[config.mk]
export PLATFORM = sky130hd
export DESIGN_NAME = id_stage
export DESIGN_NICKNAME = d
export VERILOG_FILES = /design/src/rtl/rv32i_pkg.sv /design/src/rtl/rf_2r1w.sv /design/src/rtl/id_stage.sv
export SDC_FILE = /design/constraint.sdc
export NUM_CORES = 2
export LEC_CHECK = 0
export ABC_AREA = 1
export CORE_ASPECT_RATIO = 2
export CORE_MARGIN = 2
export CORE_UTILIZATION = 40
export DETAILED_ROUTE_END_ITERATION = 8
export PLACE_DENSITY = 0.57
export SLEW_MARGIN = 20
export SYNTH_ARGS = -nofsm -noshare
export SYNTH_HDL_FRONTEND = slang
export SYNTH_SLANG_ARGS = --single-unit
[constraint.sdc]
create_clock -name clk -period 2.9 [get_ports clk]
set_input_delay 0.87 -clock clk [delete_from_list [all_inputs] [get_ports clk]]
set_output_delay 0.87 -clock clk [all_outputs]
set_load 0.005 [all_outputs]
[src/rtl/rv32i_pkg.sv]
// Shared RV32I decode definitions: opcodes, one-hot command layout,
// immediate formats and the ID/EX pipeline record.
package rv32i_pkg;

  localparam int XLEN = 32;
  localparam int NREG = 32;

  localparam logic [6:0] OP_LUI   = 7'b0110111;
  localparam logic [6:0] OP_AUIPC = 7'b0010111;
  localparam logic [6:0] OP_JAL   = 7'b1101111;
  localparam logic [6:0] OP_JALR  = 7'b1100111;
  localparam logic [6:0] OP_BR    = 7'b1100011;
  localparam logic [6:0] OP_LD    = 7'b0000011;
  localparam logic [6:0] OP_ST    = 7'b0100011;
  localparam logic [6:0] OP_ALUI  = 7'b0010011;
  localparam logic [6:0] OP_ALU   = 7'b0110011;
  localparam logic [6:0] OP_SYS   = 7'b1110011;

  localparam int CMD_W       = 12;
  localparam int CMD_LUI     = 11;
  localparam int CMD_AUIPC   = 10;
  localparam int CMD_JAL     = 9;
  localparam int CMD_JALR    = 8;
  localparam int CMD_BR      = 7;
  localparam int CMD_LD      = 6;
  localparam int CMD_ST      = 5;
  localparam int CMD_ALUI    = 4;
  localparam int CMD_ALU     = 3;
  localparam int CMD_ECALL   = 2;
  localparam int CMD_MRET    = 1;
  localparam int CMD_ILLEGAL = 0;

  // Classes that produce a register result: lui, auipc, jal, jalr, ld, alui, alu.
  localparam logic [CMD_W-1:0] WBK_MASK = 12'hF58;

  localparam logic [31:0] NOP_INST   = 32'h0000_0013;
  localparam logic [31:0] INST_ECALL = 32'h0000_0073;
  localparam logic [31:0] INST_MRET  = 32'h3020_0073;

  typedef enum logic [2:0] {
    IMM_NONE = 3'd0,
    IMM_I    = 3'd1,
    IMM_S    = 3'd2,
    IMM_B    = 3'd3,
    IMM_U    = 3'd4,
    IMM_J    = 3'd5
  } imm_sel_e;

  typedef struct packed {
    logic [CMD_W-1:0] cmd;
    imm_sel_e         imm_sel;
    logic             rs1_use;
    logic             rs2_use;
  } dec_t;

  typedef struct packed {
    logic [29:0]      pc;
    logic [31:0]      inst;
    logic [31:0]      rs1_data;
    logic [31:0]      rs2_data;
    logic [31:0]      imm;
    logic [4:0]       rd_adr;
    logic [2:0]       funct3;
    logic             funct7b5;
    logic [CMD_W-1:0] cmd;
    logic             wbk_en;
  } idex_t;

  function automatic logic [31:0] gen_imm(input imm_sel_e sel, input logic [31:0] inst);
    logic [31:0] imm;
    case (sel)
      IMM_I:   imm = {{20{inst[31]}}, inst[31:20]};
      IMM_S:   imm = {{20{inst[31]}}, inst[31:25], inst[11:7]};
      IMM_B:   imm = {{19{inst[31]}}, inst[31], inst[7], inst[30:25], inst[11:8], 1'b0};
      IMM_U:   imm = {inst[31:12], 12'h000};
      IMM_J:   imm = {{11{inst[31]}}, inst[31], inst[19:12], inst[20], inst[30:21], 1'b0};
      default: imm = 32'h0000_0000;
    endcase
    return imm;
  endfunction

  function automatic dec_t decode_class(input logic [31:0] inst);
    dec_t d;
    d.cmd     = '0;
    d.imm_sel = IMM_NONE;
    d.rs1_use = 1'b0;
    d.rs2_use = 1'b0;
    case (inst[6:0])
      OP_LUI:   begin d.cmd[CMD_LUI] = 1'b1;   d.imm_sel = IMM_U; end
      OP_AUIPC: begin d.cmd[CMD_AUIPC] = 1'b1; d.imm_sel = IMM_U; end
      OP_JAL:   begin d.cmd[CMD_JAL] = 1'b1;   d.imm_sel = IMM_J; end
      OP_JALR:  begin d.cmd[CMD_JALR] = 1'b1;  d.imm_sel = IMM_I; d.rs1_use = 1'b1; end
      OP_BR: begin
        d.cmd[CMD_BR] = 1'b1;
        d.imm_sel     = IMM_B;
        d.rs1_use     = 1'b1;
        d.rs2_use     = 1'b1;
      end
      OP_LD:    begin d.cmd[CMD_LD] = 1'b1;    d.imm_sel = IMM_I; d.rs1_use = 1'b1; end
      OP_ST: begin
        d.cmd[CMD_ST] = 1'b1;
        d.imm_sel     = IMM_S;
        d.rs1_use     = 1'b1;
        d.rs2_use     = 1'b1;
      end
      OP_ALUI:  begin d.cmd[CMD_ALUI] = 1'b1;  d.imm_sel = IMM_I; d.rs1_use = 1'b1; end
      OP_ALU: begin
        d.cmd[CMD_ALU] = 1'b1;
        d.rs1_use      = 1'b1;
        d.rs2_use      = 1'b1;
      end
      // Only the exact ecall/mret encodings are accepted from SYSTEM.
      OP_SYS: begin
        if (inst == INST_ECALL) begin
          d.cmd[CMD_ECALL] = 1'b1;
        end else if (inst == INST_MRET) begin
          d.cmd[CMD_MRET] = 1'b1;
        end else begin
          d.cmd[CMD_ILLEGAL] = 1'b1;
        end
      end
      default: d.cmd[CMD_ILLEGAL] = 1'b1;
    endcase
    return d;
  endfunction

endpackage

[src/rtl/rf_2r1w.sv]
// 32x32 register file: two asynchronous read ports with write-through from
// the single synchronous write port; x0 is hardwired to zero.
module rf_2r1w
  import rv32i_pkg::*;
(
  input  logic            clk,
  input  logic            rst_n,
  input  logic [4:0]      rs1_adr,
  input  logic [4:0]      rs2_adr,
  output logic [XLEN-1:0] rs1_data,
  output logic [XLEN-1:0] rs2_data,
  input  logic [4:0]      rd_adr,
  input  logic [XLEN-1:0] rd_data,
  input  logic            wr_en
);

  logic [XLEN-1:0] mem_r [NREG];

  // Write port; writes to x0 are dropped.
  always_ff @(posedge clk or negedge rst_n) begin
    if (!rst_n) begin
      for (int i = 0; i < NREG; i++) begin
        mem_r[i] <= '0;
      end
    end else if (wr_en && (rd_adr != 5'd0)) begin
      mem_r[rd_adr] <= rd_data;
    end
  end

  // Read port 1 with same-cycle forwarding of the write data.
  always_comb begin
    rs1_data = mem_r[rs1_adr];
    if (rs1_adr == 5'd0) begin
      rs1_data = '0;
    end else if (wr_en && (rd_adr == rs1_adr)) begin
      rs1_data = rd_data;
    end else begin
      rs1_data = mem_r[rs1_adr];
    end
  end

  // Read port 2 with same-cycle forwarding of the write data.
  always_comb begin
    rs2_data = mem_r[rs2_adr];
    if (rs2_adr == 5'd0) begin
      rs2_data = '0;
    end else if (wr_en && (rd_adr == rs2_adr)) begin
      rs2_data = rd_data;
    end else begin
      rs2_data = mem_r[rs2_adr];
    end
  end

endmodule

[src/rtl/id_stage.sv]
// RV32I decode stage: class decode, immediate generation, register read,
// load-use hazard detection and the ID/EX pipeline register.
module id_stage #(
  parameter logic [29:0] RESET_PC = 30'd0,
  parameter logic [31:0] NOP_INST = 32'h0000_0013
) (
  input  logic        clk,
  input  logic        rst_n,
  input  logic [31:0] inst_id,
  input  logic [29:0] pc_id,
  input  logic        stall,
  input  logic        rst_pipe,
  input  logic        flush_id,
  input  logic [4:0]  rd_adr_wb,
  input  logic [31:0] rd_data_wb,
  input  logic        wbk_en_wb,
  output logic        stall_ld,
  output logic [29:0] pc_ex,
  output logic [31:0] inst_ex,
  output logic [31:0] rs1_data_ex,
  output logic [31:0] rs2_data_ex,
  output logic [31:0] imm_ex,
  output logic [4:0]  rd_adr_ex,
  output logic [2:0]  funct3_ex,
  output logic        funct7b5_ex,
  output logic [11:0] cmd_ex,
  output logic        wbk_en_ex
);

  rv32i_pkg::dec_t  dec_s;
  rv32i_pkg::idex_t idex_r;
  rv32i_pkg::idex_t idex_nx_s;
  logic [4:0]       rs1_adr_s;
  logic [4:0]       rs2_adr_s;
  logic [4:0]       rd_adr_s;
  logic [31:0]      rs1_rd_s;
  logic [31:0]      rs2_rd_s;
  logic [31:0]      imm_s;
  logic             wbk_s;
  logic             stall_ld_s;

  assign rs1_adr_s = inst_id[19:15];
  assign rs2_adr_s = inst_id[24:20];
  assign rd_adr_s  = inst_id[11:7];
  assign dec_s     = rv32i_pkg::decode_class(inst_id);
  assign imm_s     = rv32i_pkg::gen_imm(dec_s.imm_sel, inst_id);
  assign wbk_s     = ((dec_s.cmd & rv32i_pkg::WBK_MASK) != 12'h000) && (rd_adr_s != 5'd0);

  rf_2r1w u_rf (
    .clk      (clk),
    .rst_n    (rst_n),
    .rs1_adr  (rs1_adr_s),
    .rs2_adr  (rs2_adr_s),
    .rs1_data (rs1_rd_s),
    .rs2_data (rs2_rd_s),
    .rd_adr   (rd_adr_wb),
    .rd_data  (rd_data_wb),
    .wr_en    (wbk_en_wb)
  );

  // wbk_en_ex already implies rd_adr_ex != 0, so x0 never causes a stall.
  assign stall_ld_s = idex_r.cmd[rv32i_pkg::CMD_LD] & idex_r.wbk_en & ~flush_id &
                      ((dec_s.rs1_use & (idex_r.rd_adr == rs1_adr_s)) |
                       (dec_s.rs2_use & (idex_r.rd_adr == rs2_adr_s)));
  assign stall_ld   = stall_ld_s;

  // Next ID/EX contents: rst_pipe > stall > flush/load-use bubble > decode.
  always_comb begin
    idex_nx_s = idex_r;
    if (rst_pipe || (!stall && (flush_id || stall_ld_s))) begin
      idex_nx_s      = '0;
      idex_nx_s.pc   = pc_id;
      idex_nx_s.inst = NOP_INST;
    end else if (!stall) begin
      idex_nx_s.pc       = pc_id;
      idex_nx_s.inst     = inst_id;
      idex_nx_s.rs1_data = rs1_rd_s;
      idex_nx_s.rs2_data = rs2_rd_s;
      idex_nx_s.imm      = imm_s;
      idex_nx_s.rd_adr   = rd_adr_s;
      idex_nx_s.funct3   = inst_id[14:12];
      idex_nx_s.funct7b5 = inst_id[30];
      idex_nx_s.cmd      = dec_s.cmd;
      idex_nx_s.wbk_en   = wbk_s;
    end else begin
      idex_nx_s = idex_r;
    end
  end

  // ID/EX pipeline register.
  always_ff @(posedge clk or negedge rst_n) begin
    if (!rst_n) begin
      idex_r      <= '0;
      idex_r.pc   <= RESET_PC;
      idex_r.inst <= NOP_INST;
    end else begin
      idex_r <= idex_nx_s;
    end
  end

  assign pc_ex       = idex_r.pc;
  assign inst_ex     = idex_r.inst;
  assign rs1_data_ex = idex_r.rs1_data;
  assign rs2_data_ex = idex_r.rs2_data;
  assign imm_ex      = idex_r.imm;
  assign rd_adr_ex   = idex_r.rd_adr;
  assign funct3_ex   = idex_r.funct3;
  assign funct7b5_ex = idex_r.funct7b5;
  assign cmd_ex      = idex_r.cmd;
  assign wbk_en_ex   = idex_r.wbk_en;

endmodule

==> qor.txt <==
Status: completed
CTS Sinks: 1195
Vias in the first global route: 62103
TritonCTS Buffers: 112
First-pass GRT wire length: 420000 microns
Nature of the critical path startpoint: register
Gp weighted congestion: 0.960
Routed WL: 289000 microns
Ys Warns: 0
DIE HEIGHT: 569 microns
Final period util: 98.9%
Post-route worst setup slack: 0.0329 ns
Worst Max-Slew Pin Slew: 1.05 ns
Mapped cell area: 63900 sq um
IO Port Bufs: 285
Share of cells above drive strength 1: 8.65%
Initial core utilization: 40.2%
Switching Share: 32.1%
Hold Crit Class: in2async
Fin area: 75900 sq um
Max-slew headroom: 29.8%
Final HPWL DP: 182000 microns
Tmin final: 2.87 ns
WL met1: 103000 microns
Wire per inst: 25.5 microns
Fin Setup TNS: 0 ns
DRC errors left: 0
Placed cells: 11077
Top cell type's share of synthesized area: 46.7%
Sequential share of the synthesized area: 46.8%
CP Capture Point: stall_ld
Synth Flop Type: dfrtp_1
Arrival time at the worst endpoint: 2.00 ns
Max-Cap Viols: 0
R2R Path Start: inst_ex[9]
Comb pwr share: 19.8%
# IOs: 286
Endpoint type of the worst setup path: primary output
Number of fillers in the final layout: 15842
Hold buffer count at CTS: 0
CTS Buffer Depth: 3
Top Metal Used: met5
Average cell area after synthesis: 7.11 sq um
Synthesized Nets: 9089
Worst slack at placement: -0.655 ns
WHS: 0.0186 ns
Rows: 207
Final hold violation count: 0
Largest net degree at the start of global routing: 105
Post-DR vias/cell: 5.78
Reg2Reg Capture Point: rs2_data_ex[10]
Skew-Pair Late Insertion Delay: 0.76 ns
Die W: 287 microns
Peak Freq: 0.349 GHz
CP Data Required Time: 2.03 ns
Setup Viol. Count Final: 0
Post-synth EDFFs: 0
Vias: 65372
Met3 wire length: 27300 microns
Slew Limit Fails: 0
Synthesized instance count: 8984
Nets: 9216
Worst Setup SP: inst_ex[10]
Power Internal: 31.5 mW
Grt ovf: 0
Commonest non-fill, non-tap cell in the layout: nand2_1
Synth area leaders: dfrtp_1 47%, nand2_1 18%, o21ai_0 11%
Placed cell areas: 72000 sq um
Setup Crit Path Kind: reg2out
Ys async rst share: 100%
Yosys cell types: 30
Htree depth: 3
Core ar.: 159000 sq um
CTS Root Buffer Type: clkbuf_16
Antenna Nets Post-Route: 0
Final non-filler cell total: 11313
VDD IR-drop max: 0.000507 V
R2r setup slk: 0.37 ns
TritonRoute pass-1 iters: 8
Reg2Reg Depth: 13
Register bit count reported by yosys: 1195
Worst Path Max Fanout: 5
Initial antenna violation count: 23
Reg power frac: 46.1%
Area grow syn2layout: 18.9%
Synth area leader: dfrtp_1
Power per Cell Area: 611 nW/um^2
CTS tree: yes
Most frequent cells in the layout: 3100 x nand2_1, 1413 x o21ai_0, 1189 x dfrtp_1
Skew final: 0.0332 ns
Net switching power: 14.9 mW
Die ar.: 163000 sq um
Iter 0 DRT Violations: 8362
Share of total power in the clock network: 34.1%
CTS clock-pin slew for the worst setup and hold paths: 0.07 ns
Static leakage power: 35.7 nW
Met2 Wirelength: 133000 microns
Total GRT Usage: 34.8%
==> power groups by stage <==
stage	Clock, mW	Sequential (mW)	Combinational (mW)
floorplan	0	21.1	5.69
global placement	0	21.5	8.87
detailed placement	0	21.6	9.06
CTS	16.0	21.3	9.10
global route	16.6	21.7	10.3
finish	15.8	21.4	9.19
==> flip-flops by register name, indices dropped and copies added, names as in the netlist <==
| signal | cells |
|---|---|
| cmd_ex | 12 |
| inst_ex | 32 |
| imm_ex | 32 |
| rs2_data_ex | 32 |
| wbk_en_ex | 1 |
| u_rf.mem_r | 1024 |
| rs1_data_ex | 32 |
| pc_ex | 30 |
==> metal layers <==
layer	vias up	global-route usage, %
met5	-	0
met4	4	26.0
met3	1041	6.13
met2	3857	56.3
met1	31011	41.2
li1	29459	-
==> kinds of logic after synthesis <==
family	count (synthesis)	synth area share (%)
AOI/OAI and AO/OA	2071	17.3
xor gates and xnor gates	4	0.0548
and+or+nand+nor	4487	28.1
DFF	1195	46.8
buffers and inverters	1227	7.69
==> worst max-delay path: stages (launching register included) <==
cell and delay (ns):
dfrtp_2 0.44, inv_1 0.08, nand2_1 0.06, nand4_1 0.12, nor2_2 0.19, nand2_1 0.07, nand2_1 0.08, nand2_2 0.06
inv_2 0.05, buf_2 0.10
==> stage by stage <==
stage	utilization, %	power (mW)
final	47.8	46.4
after global routing	47.8	48.6
after CTS	47.8	46.3
after detailed placement	45.3	30.6
after global placement	45.3	30.3
after floorplan	-	26.8
==> synthesized netlist by cell type (13+ instances only) <==
cell      number
buf_4         13
a21oi_1      336
o211ai_1     247
inv_2         16
nor3_1        16
nand2_1     3130
o22ai_1       14
nand3_1      783
o21ai_0     1413
buf_2        204
inv_1        435
buf_1         65
nor2_1       527
dfrtp_1     1192
nand4_1       15
clkbuf_1     492
o21ai_1       38
==> layout make-up <==
| type | count | area (sq um) | area share (%) |
|---|---|---|---|
| Timing Repair Buffer | 787 | 8480 | 11.2 |
| Sequential cell | 1195 | 29900 | 39.4 |
| Inverter | 453 | 1730 | 2.27 |
| Tap cell | 2090 | 2620 | 3.44 |
| Multi-Input combinational cell | 6562 | 29300 | 38.6 |
| Clock inverter | 50 | 569 | 0.750 |
| Clock buffer | 159 | 3280 | 4.32 |
| Antenna cell | 17 | 42.5 | 0.0560 |
==> how the worst min path moves through the flow <==
stage | startpoint | endpoint | slack [ns] | cells past startpoint
2_1_floorplan | u_rf.mem_r[1018] | u_rf.mem_r[1018] | 0.43 | 1
3_3_place_gp | u_rf.mem_r[1018] | u_rf.mem_r[1018] | 0.37 | 0
3_5_place_dp | u_rf.mem_r[1018] | u_rf.mem_r[1018] | 0.37 | 0
4_1_cts | rst_n | u_rf.mem_r[183] | 0.007 | 1
5_1_grt | rst_n | inst_ex[16] | 0.03 | 1
6_report | rst_n | u_rf.mem_r[279] | 0.02 | 1
==> what timing repair did <==
item | CTS | global route
setup buffers | 8 | 2
gates resized for setup | 24 | 5
pin swaps | 14 | 11
endpoints found under the setup margin | 1 | 1
endpoints found under the hold margin | 0 | 0
Note: power is estimated with default switching activity, not from simulation.
